==> src/rtl/mem_wb_pipe_buf_pkg.sv <==
// Shared types for the MEM->WB pipeline buffer: entry layout and occupancy encodings.
package mem_wb_pkg;

    localparam int DATA_W_DEF     = 32;
    localparam int REG_ADDR_W_DEF = 5;

    // Field order here matches the packed vector carried through skid_buf2.
    typedef struct packed {
        logic                      memtoreg;
        logic                      regwrite;
        logic [DATA_W_DEF-1:0]     data_in;
        logic [DATA_W_DEF-1:0]     alu;
        logic [REG_ADDR_W_DEF-1:0] reg_write;
    } mem_wb_entry_t;

    typedef enum logic [1:0] {
        CNT_EMPTY = 2'd0,
        CNT_ONE   = 2'd1,
        CNT_FULL  = 2'd2
    } cnt_e;

    function automatic int entry_w(input int dw, input int aw);
        return 2 + 2 * dw + aw;
    endfunction

endpackage

==> src/rtl/mem_wb_pipe_buf_if.sv <==
// MEM-side and WB-side bus of the MEM->WB buffer; slave is the buffer, master the environment.
interface mem_wb_if #(
    parameter int DATA_W     = 32,
    parameter int REG_ADDR_W = 5
);
    logic                  mem_valid;
    logic                  mem_ready;
    logic                  mem_memtoreg;
    logic                  mem_regwrite;
    logic [DATA_W-1:0]     mem_data_in;
    logic [DATA_W-1:0]     mem_alu;
    logic [REG_ADDR_W-1:0] mem_reg_write;

    logic                  wb_valid;
    logic                  wb_ready;
    logic                  wb_memtoreg;
    logic                  wb_regwrite;
    logic [DATA_W-1:0]     wb_data_out;
    logic [DATA_W-1:0]     wb_alu;
    logic [REG_ADDR_W-1:0] wb_reg_write;
    logic [DATA_W-1:0]     wb_result;

    logic                  fwd_en;
    logic [REG_ADDR_W-1:0] fwd_addr;
    logic [DATA_W-1:0]     fwd_data;

    modport slave (
        input  mem_valid, mem_memtoreg, mem_regwrite, mem_data_in, mem_alu, mem_reg_write,
        input  wb_ready,
        output mem_ready,
        output wb_valid, wb_memtoreg, wb_regwrite, wb_data_out, wb_alu, wb_reg_write, wb_result,
        output fwd_en, fwd_addr, fwd_data
    );

    modport master (
        output mem_valid, mem_memtoreg, mem_regwrite, mem_data_in, mem_alu, mem_reg_write,
        output wb_ready,
        input  mem_ready,
        input  wb_valid, wb_memtoreg, wb_regwrite, wb_data_out, wb_alu, wb_reg_write, wb_result,
        input  fwd_en, fwd_addr, fwd_data
    );
endinterface

==> src/rtl/mem_wb_pipe_buf_skid.sv <==
// Generic 2-entry valid/ready skid buffer; ready is registered so the upstream
// never sees a combinational path from downstream ready.
module skid_buf2
    import mem_wb_pkg::*;
#(
    parameter int W = 8
) (
    input  logic         clk,
    input  logic         rst_n,
    input  logic         i_flush,
    input  logic         i_valid,
    output logic         o_ready,
    input  logic [W-1:0] i_data,
    output logic         o_valid,
    input  logic         i_ready,
    output logic [W-1:0] o_data
);
    cnt_e         r_cnt;
    cnt_e         w_nxt;
    logic         r_ready;
    logic [W-1:0] r_head;
    logic [W-1:0] r_skid;
    logic         w_accept;
    logic         w_pop;
    logic         w_ld_head;
    logic         w_ld_skid;
    logic         w_shift;

    assign o_valid  = (r_cnt != CNT_EMPTY);
    assign o_ready  = r_ready;
    assign o_data   = r_head;
    assign w_accept = i_valid & r_ready;
    assign w_pop    = o_valid & i_ready;

    always_comb begin
        w_nxt     = r_cnt;
        w_ld_head = 1'b0;
        w_ld_skid = 1'b0;
        w_shift   = 1'b0;
        case (r_cnt)
            CNT_EMPTY: if (w_accept) begin
                w_ld_head = 1'b1;
                w_nxt     = CNT_ONE;
            end
            CNT_ONE: begin
                if (w_accept && w_pop) begin
                    w_ld_head = 1'b1;
                end else if (w_accept) begin
                    w_ld_skid = 1'b1;
                    w_nxt     = CNT_FULL;
                end else if (w_pop) begin
                    w_nxt     = CNT_EMPTY;
                end
            end
            CNT_FULL: if (w_pop) begin
                w_shift = 1'b1;
                w_nxt   = CNT_ONE;
            end
            default: w_nxt = CNT_EMPTY;
        endcase
        // Flush wins over any same-cycle accept or pop; the incoming word is dropped.
        if (i_flush) begin
            w_nxt     = CNT_EMPTY;
            w_ld_head = 1'b0;
            w_ld_skid = 1'b0;
            w_shift   = 1'b0;
        end
    end

    always_ff @(posedge clk) begin
        if (!rst_n) begin
            r_cnt   <= CNT_EMPTY;
            r_ready <= 1'b0;
            r_head  <= '0;
            r_skid  <= '0;
        end else begin
            r_cnt   <= w_nxt;
            r_ready <= (w_nxt != CNT_FULL);
            if (w_ld_head)
                r_head <= i_data;
            else if (w_shift)
                r_head <= r_skid;
            if (w_ld_skid)
                r_skid <= i_data;
        end
    end

endmodule

==> src/rtl/mem_wb_pipe_buf.sv <==
// MEM->WB pipeline stage: skid-buffered valid/ready register with RegWrite gating,
// write-back result mux and a forwarding tap off the head entry.
module mem_wb_pipe_buf
    import mem_wb_pkg::*;
#(
    parameter int DATA_W      = 32,
    parameter int REG_ADDR_W  = 5,
    parameter int ZERO_REG_WE = 0
) (
    input  logic    clk,
    input  logic    rst_n,
    input  logic    flush,
    mem_wb_if.slave bus
);
    localparam int EW = entry_w(DATA_W, REG_ADDR_W);

    logic [EW-1:0] w_in;
    logic [EW-1:0] w_head;
    logic          w_head_rw;
    logic          w_dest_ok;

    assign w_in = {bus.mem_memtoreg, bus.mem_regwrite, bus.mem_data_in,
                   bus.mem_alu, bus.mem_reg_write};

    skid_buf2 #(.W(EW)) u_skid (
        .clk     (clk),
        .rst_n   (rst_n),
        .i_flush (flush),
        .i_valid (bus.mem_valid),
        .o_ready (bus.mem_ready),
        .i_data  (w_in),
        .o_valid (bus.wb_valid),
        .i_ready (bus.wb_ready),
        .o_data  (w_head)
    );

    assign {bus.wb_memtoreg, w_head_rw, bus.wb_data_out,
            bus.wb_alu, bus.wb_reg_write} = w_head;

    // Writes to r0 are dropped at the source so forwarding never advertises them either.
    assign w_dest_ok       = (ZERO_REG_WE != 0) || (bus.wb_reg_write != '0);
    assign bus.wb_regwrite = bus.wb_valid & w_head_rw & w_dest_ok;
    assign bus.wb_result   = bus.wb_memtoreg ? bus.wb_data_out : bus.wb_alu;

    assign bus.fwd_en   = bus.wb_regwrite;
    assign bus.fwd_addr = bus.wb_reg_write;
    assign bus.fwd_data = bus.wb_result;

endmodule
==> src/flat_wrapper.sv <==
// flat-port wrapper written by rule: the top's interface ports become plain ports
module mem_wb_pipe_buf_flat import mem_wb_pkg::*;
#(
    parameter int DATA_W      = 32,
    parameter int REG_ADDR_W  = 5,
    parameter int ZERO_REG_WE = 0
)
  (clk, rst_n, flush, bus_mem_valid, bus_mem_memtoreg, bus_mem_regwrite, bus_mem_data_in, bus_mem_alu, bus_mem_reg_write, bus_wb_ready, bus_mem_ready, bus_wb_valid, bus_wb_memtoreg, bus_wb_regwrite, bus_wb_data_out, bus_wb_alu, bus_wb_reg_write, bus_wb_result, bus_fwd_en, bus_fwd_addr, bus_fwd_data);
  mem_wb_if #(.DATA_W(DATA_W), .REG_ADDR_W(REG_ADDR_W)) bus_i ();
  input  logic clk;
  input  logic rst_n;
  input  logic flush;
  input wire logic [$bits(bus_i.mem_valid)-1:0] bus_mem_valid;
  input wire logic [$bits(bus_i.mem_memtoreg)-1:0] bus_mem_memtoreg;
  input wire logic [$bits(bus_i.mem_regwrite)-1:0] bus_mem_regwrite;
  input wire logic [$bits(bus_i.mem_data_in)-1:0] bus_mem_data_in;
  input wire logic [$bits(bus_i.mem_alu)-1:0] bus_mem_alu;
  input wire logic [$bits(bus_i.mem_reg_write)-1:0] bus_mem_reg_write;
  input wire logic [$bits(bus_i.wb_ready)-1:0] bus_wb_ready;
  output wire logic [$bits(bus_i.mem_ready)-1:0] bus_mem_ready;
  output wire logic [$bits(bus_i.wb_valid)-1:0] bus_wb_valid;
  output wire logic [$bits(bus_i.wb_memtoreg)-1:0] bus_wb_memtoreg;
  output wire logic [$bits(bus_i.wb_regwrite)-1:0] bus_wb_regwrite;
  output wire logic [$bits(bus_i.wb_data_out)-1:0] bus_wb_data_out;
  output wire logic [$bits(bus_i.wb_alu)-1:0] bus_wb_alu;
  output wire logic [$bits(bus_i.wb_reg_write)-1:0] bus_wb_reg_write;
  output wire logic [$bits(bus_i.wb_result)-1:0] bus_wb_result;
  output wire logic [$bits(bus_i.fwd_en)-1:0] bus_fwd_en;
  output wire logic [$bits(bus_i.fwd_addr)-1:0] bus_fwd_addr;
  output wire logic [$bits(bus_i.fwd_data)-1:0] bus_fwd_data;
  assign bus_i.mem_valid = bus_mem_valid;
  assign bus_i.mem_memtoreg = bus_mem_memtoreg;
  assign bus_i.mem_regwrite = bus_mem_regwrite;
  assign bus_i.mem_data_in = bus_mem_data_in;
  assign bus_i.mem_alu = bus_mem_alu;
  assign bus_i.mem_reg_write = bus_mem_reg_write;
  assign bus_i.wb_ready = bus_wb_ready;
  assign bus_mem_ready = bus_i.mem_ready;
  assign bus_wb_valid = bus_i.wb_valid;
  assign bus_wb_memtoreg = bus_i.wb_memtoreg;
  assign bus_wb_regwrite = bus_i.wb_regwrite;
  assign bus_wb_data_out = bus_i.wb_data_out;
  assign bus_wb_alu = bus_i.wb_alu;
  assign bus_wb_reg_write = bus_i.wb_reg_write;
  assign bus_wb_result = bus_i.wb_result;
  assign bus_fwd_en = bus_i.fwd_en;
  assign bus_fwd_addr = bus_i.fwd_addr;
  assign bus_fwd_data = bus_i.fwd_data;
  mem_wb_pipe_buf #(.DATA_W(DATA_W), .REG_ADDR_W(REG_ADDR_W), .ZERO_REG_WE(ZERO_REG_WE)) u_core (.clk(clk), .rst_n(rst_n), .flush(flush), .bus(bus_i));
endmodule
==> config.mk <==
export PLATFORM = sky130hd
export DESIGN_NAME = mem_wb_pipe_buf_flat
export DESIGN_NICKNAME = d
export VERILOG_FILES = /design/src/rtl/mem_wb_pipe_buf_pkg.sv /design/src/rtl/mem_wb_pipe_buf_if.sv /design/src/rtl/mem_wb_pipe_buf_skid.sv /design/src/rtl/mem_wb_pipe_buf.sv /design/src/flat_wrapper.sv
export SDC_FILE = /design/constraint.sdc
export NUM_CORES = 1
export LEC_CHECK = 0
export ABC_AREA = 0
export ABC_CLOCK_PERIOD_IN_PS = 2200
export CAP_MARGIN = 30
export CORE_ASPECT_RATIO = 1.25
export CORE_UTILIZATION = 48
export CTS_BUF_LIST = sky130_fd_sc_hd__clkbuf_8
export DETAILED_ROUTE_END_ITERATION = 10
export PLACE_DENSITY_LB_ADDON = 0.25
export SLEW_MARGIN = 15
export SYNTH_ARGS = -nofsm -noshare
export SYNTH_HDL_FRONTEND = slang
export SYNTH_SLANG_ARGS = --single-unit
==> constraint.sdc <==
create_clock -name clk -period 2.2 [get_ports clk]
set_clock_uncertainty 0.05 [all_clocks]
set_input_delay 0.44 -clock clk [delete_from_list [all_inputs] [get_ports clk]]
set_output_delay 0.44 -clock clk [all_outputs]
set_load 0.1 [all_outputs]
* Word-level counts from Yosys, hierarchy flattened
Cells that the tools add are included.
** Cells by class
- Add/subtract/negate cells :: 0
- Multipliers :: 0
- Div/mod/pow operators :: 0
- $lt $le $gt $ge :: 0
- Eq/ne operators :: 3
- Shift-type cells :: 0
- Mux-type cells :: 20
- Bitwise gates (word level) :: 4
- Reductions and logical operators :: 5
** Operators with widths (number)
- 71-bit 2-to-1 mux :: 2
- 32-bit 2-to-1 mux :: 1
- 2-bit 2-to-1 mux :: 6
- 1-bit 2-to-1 mux :: 9
- 2-bit one-hot mux with 3 select lines :: 1
- 5-bit nonzero test :: 1
- 1-bit AND :: 4
- 2-bit nonzero test :: 2
- 2-bit by 1-bit equality test with 1-bit output, second input constant :: 1
- 2-bit equality test, second input constant :: 1
- 2-bit logical NOT :: 1
- 2-bit != test, second input constant :: 1
- 1-bit one-hot mux with 2 select lines :: 1
- 1-bit logical AND :: 1
** Word-level totals
- Flip-flop bits (word level) :: 145
- Latch bits :: 0
- RAM bits :: 0
- Memory bits (read-only) :: 0
- Output and inout port bits :: 143
- Memories kept :: 0

* Logic depth before layout (Yosys ltp)
- Depth in word-level cells :: 8
- Gate-level depth with buffers :: 7
- Depth with buffers taken out :: 4

* Cells and area by module
A second synthesis with hierarchy kept.
** Unflattened totals
- Cell total of the unflattened synthesis :: 798
- Area, all modules :: 6428.7 um^2
** Modules (own cells, without submodules)
- skid_buf2 :: times used 1, cells each 722, area each 5725.5 um^2, seq. area each 2902.8 um^2
- mem_wb_pipe_buf :: times used 1, cells each 76, area each 703.2 um^2, seq. area each 0.0 um^2

* Least setup slack after synthesis
No wires, ideal clock.
- Path type :: register to output
- Start point :: reg u_core.u_skid.r_head[70], in the netlist u_core.u_skid.o_data[70]
- End point :: out bus_wb_result[0]
- Arrival time :: 2.525 ns
- Path slack :: -0.815 ns
- Cell stages (with the launch flop) :: 5
- Buffers on the path :: 3
- Cell sequence :: dfxtp_1 -> clkbuf_1 -> clkbuf_1 -> mux2_2 -> buf_4
** On the way
- Cells in the longest elaborated chain, start to end :: 1
** Ends and longest elaborated chain
- start, declared :: RTL line mem_wb_pipe_buf_skid.sv:21 : logic [W-1:0] r_head;
- start signal, assigned :: RTL line mem_wb_pipe_buf_skid.sv:80 : r_head <= i_data;
- start signal, assigned :: RTL line mem_wb_pipe_buf_skid.sv:82 : r_head <= r_skid;
- 32-bit 2-to-1 mux :: RTL line mem_wb_pipe_buf.sv:43 : assign bus.wb_result = bus.wb_memtoreg ? bus.wb_data_out : bus.wb_alu;
- end, declared :: RTL line flat_wrapper.sv:27 : output wire logic [$bits(bus_i.wb_result)-1:0] bus_wb_result;
No other way between the ends.

* Worst setup path in the final report
- Start point :: reg u_core.u_skid.r_head[2], in the netlist u_core.u_skid.o_data[2]
- End point :: out bus_wb_regwrite
** On the way
- Cells in the longest elaborated chain, start to end :: 2
** Ends and longest elaborated chain
- 5-bit nonzero test :: RTL line mem_wb_pipe_buf.sv:41 : assign w_dest_ok = (ZERO_REG_WE != 0) || (bus.wb_reg_write != '0);
- 1-bit AND :: RTL line mem_wb_pipe_buf.sv:42 : assign bus.wb_regwrite = bus.wb_valid & w_head_rw & w_dest_ok;
- end, declared :: RTL line flat_wrapper.sv:23 : output wire logic [$bits(bus_i.wb_regwrite)-1:0] bus_wb_regwrite;
No other way between the ends.

==> results.ini <==
[clocking]
cts_max_level = 4
tritoncts = yes
path_clk_slew_ps = 80
cts_root_buf = clkbuf_8
clk_path_buf_depth = 2
clk_latency_ps = 430
cts_made_buffers = 17
ctsHoldBuffers = 0
clock_sinks = 145

[route]
routed_wl_mm = 16.9
routed-via-count = 5997
route.detailed.drc = 0
ant_nets = 0
drt_iter0_markers = 301
first_pass_iters = 5
wl_per_cell_um = 14.8
viasPerCell = 5.26

[pwr]
ir_worst_vdd_uv = 447
p_per_area_nw_per_um2 = 732
p_leak_nw = 3.56

[synthesis]
syn_inst = 867
yosysWarnings = 0
synth_seq_cells = 145
synth_top_area_cell = dfxtp_1
syn_avg_cell_area_um2 = 7.98
async_flop_share = 0
synth_common_cells = 285 x nand2_1, 145 x dfxtp_1, 107 x buf_4, 71 x a21boi_0, 71 x a31oi_1
ys_seq_area_frac = 0.419
yosysMostFrequentCell = nand2_1
syn_area_um2 = 6920
synth-edff-count = 0
synthFlopType = dfxtp_1
yosysTopAreaCellShare = 0.419
ys_types = 25
syn_nets = 943
ys_top_cells_by_area = dfxtp_1 42%, nand2_1 15%, buf_4 12%, a21boi_0 7.7%, a31oi_1 6.4%

[timing]
rsz0062_at_grt = true
slew_violations = 0
fin_tns_setup_ps = -39.3
tightest_slew_ps = 418
hold_viol = 0
period_needed_ps = 2220
slew_headroom = 0.721
min_period_over_period = 1.01
timing.fmax_ghz = 0.451
setup_slack_ps = -19.7
finalSetupViolCount = 2

[die]
ios = 219
initial_utilization = 0.497
die_area_um2 = 14900
die_w_um = 109
die_h_um = 136
rows = 48
core_area_um2 = 13900

[finish]
utilization = 0.689
area_delta_synth_final_pct = 38.6
num_antenna_cells = 0
final_nets = 1029
final_layout_size_suffix_gt1_frac = 0.249

[grt]
grt_pass1_vias = 5415
grt_max_degree = 76
grt_usage = 0.225
antenna_found_initial = 0
grt_remaining_overflow = 0
grt_pass1_wl_mm = 26.5

[run]
maxCapViolCount = 0

[worst_hold_path]
min_from = u_core.u_skid.r_skid[70]$_SDFFE_PN0P_
hold_path_class = reg2reg
min_to = u_core.u_skid.o_data[70]$_SDFFE_PN0P_
min_path_cells = 2

[worst_setup_path]
rr_endpoint = u_core.u_skid.o_data[36]$_SDFFE_PN0P_
cp.arrival_ps = 1730
reg2regPathDepth = 5
worst-setup-path-type = reg2out
rrSetupSlack_ps = 430
end_kind = output pin
cp-start-kind = register
path_max_fanout = 2
crit_required_ps = 1710
reg2reg_from = u_core.u_skid.r_cnt[0]$_SDFF_PN0_

[place]
dp_slack_ps = 3.07
place.gp.congestion = 0.748
io_buffers = 218
post-dp-hpwl_mm = 10.9

[run_status]
violations = setup timing
outcome = finished with violations

==> where the power goes <==
group          switching [mW]  total, mW  internal (mW)
logic                    1.34       1.97          0.633
registers              0.0646       2.76           2.70
clock network            1.03       2.29           1.26
==> cell type report <==
class,count,area [µm²]
fillers,1113,4340
multi-input cells,549,3030
repair buffers,240,3000
flip-flops and latches,145,2910
clock buffers,18,248
well taps,175,219
clock inverters,13,186
==> critical path, cell delays in order, from the launching register on <==
cell and delay (ps):
dfxtp_2 330, or4_4 540, o211a_4 270, buf_12 170
==> per-layer routing <==
metal,part of all wire,track usage,vias up
met1,0.42,0.276,2824
li1,-,-,2964
met2,0.51,0.385,187
met3,0.053,0.0508,22
met5,0,0,-
met4,0.016,0.0733,0
==> cell usage in the layout, fill, tap and decap left out, types with 3 or more instances in the layout <==
| master | count |
|---|---|
| bufinv_16 | 4 |
| clkdlybuf4s50_1 | 74 |
| a31oi_1 | 71 |
| clkbuf_8 | 18 |
| nand2_1 | 285 |
| buf_4 | 85 |
| o21ai_0 | 61 |
| dfxtp_2 | 4 |
| a21boi_0 | 71 |
| mux2_2 | 3 |
| buf_12 | 81 |
| mux2_4 | 29 |
| clkinvlp_4 | 3 |
| dfxtp_1 | 140 |
| o21ai_1 | 10 |
==> worst max path at each step <==
stage | cells after the start | startpoint | slack [ps] | endpoint
after floorplan | 4 | u_core.u_skid.o_data[70]$_SDFFE_PN0P_ | -20 | bus_wb_result[0]
after global placement | 6 | bus_wb_ready | 50 | u_core.u_skid.o_data[42]$_SDFFE_PN0P_
after detailed placement | 6 | bus_wb_ready | 3 | u_core.u_skid.o_data[50]$_SDFFE_PN0P_
after CTS | 3 | u_core.u_skid.o_data[2]$_SDFFE_PN0P_ | -60 | bus_wb_regwrite
after global routing | 3 | u_core.u_skid.o_data[2]$_SDFFE_PN0P_ | -70 | bus_fwd_en
final | 3 | u_core.u_skid.o_data[2]$_SDFFE_PN0P_ | -20 | bus_wb_regwrite
==> cell families (layout without fill, tap and decap cells) <==
kind of cell | after synthesis | in the layout | synth area share
simple gates | 299 | 299 | 0.168
compound gates | 216 | 216 | 0.196
buf+inv | 173 | 271 | 0.162
flops | 145 | 145 | 0.419
mux | 34 | 34 | 0.0550
==> metrics by stage <==
step           cells  power (mW)  cell area (µm²)  hold WS (ps)
2_1_floorplan    867        4.29             7130           388
3_3_place_gp    1106        4.78             9120           395
3_5_place_dp    1106        4.79             9120           401
4_1_cts         1140        7.07             9590           409
5_1_grt         1140        7.26             9590           423
6_report        1140        7.03             9590           412
==> timing repair <==
action                                  4_1_cts  5_1_grt
endpoints found under the hold margin         0        0
gates cloned                                  0        0
setup buffers                                 3        0
endpoints found under the setup margin       46        2
pin swaps                                     2        1
resized for setup                             3        1
==> sequential cells by signal (all words and copies together), names as in the netlist <==
| name | cells |
|---|---|
| u_core.u_skid.o_data | 71 |
| u_core.u_skid.r_skid | 71 |
| u_core.u_skid.r_cnt | 2 |
| u_core.u_skid.o_ready | 1 |
Note: power is estimated with default switching activity, not from simulation.
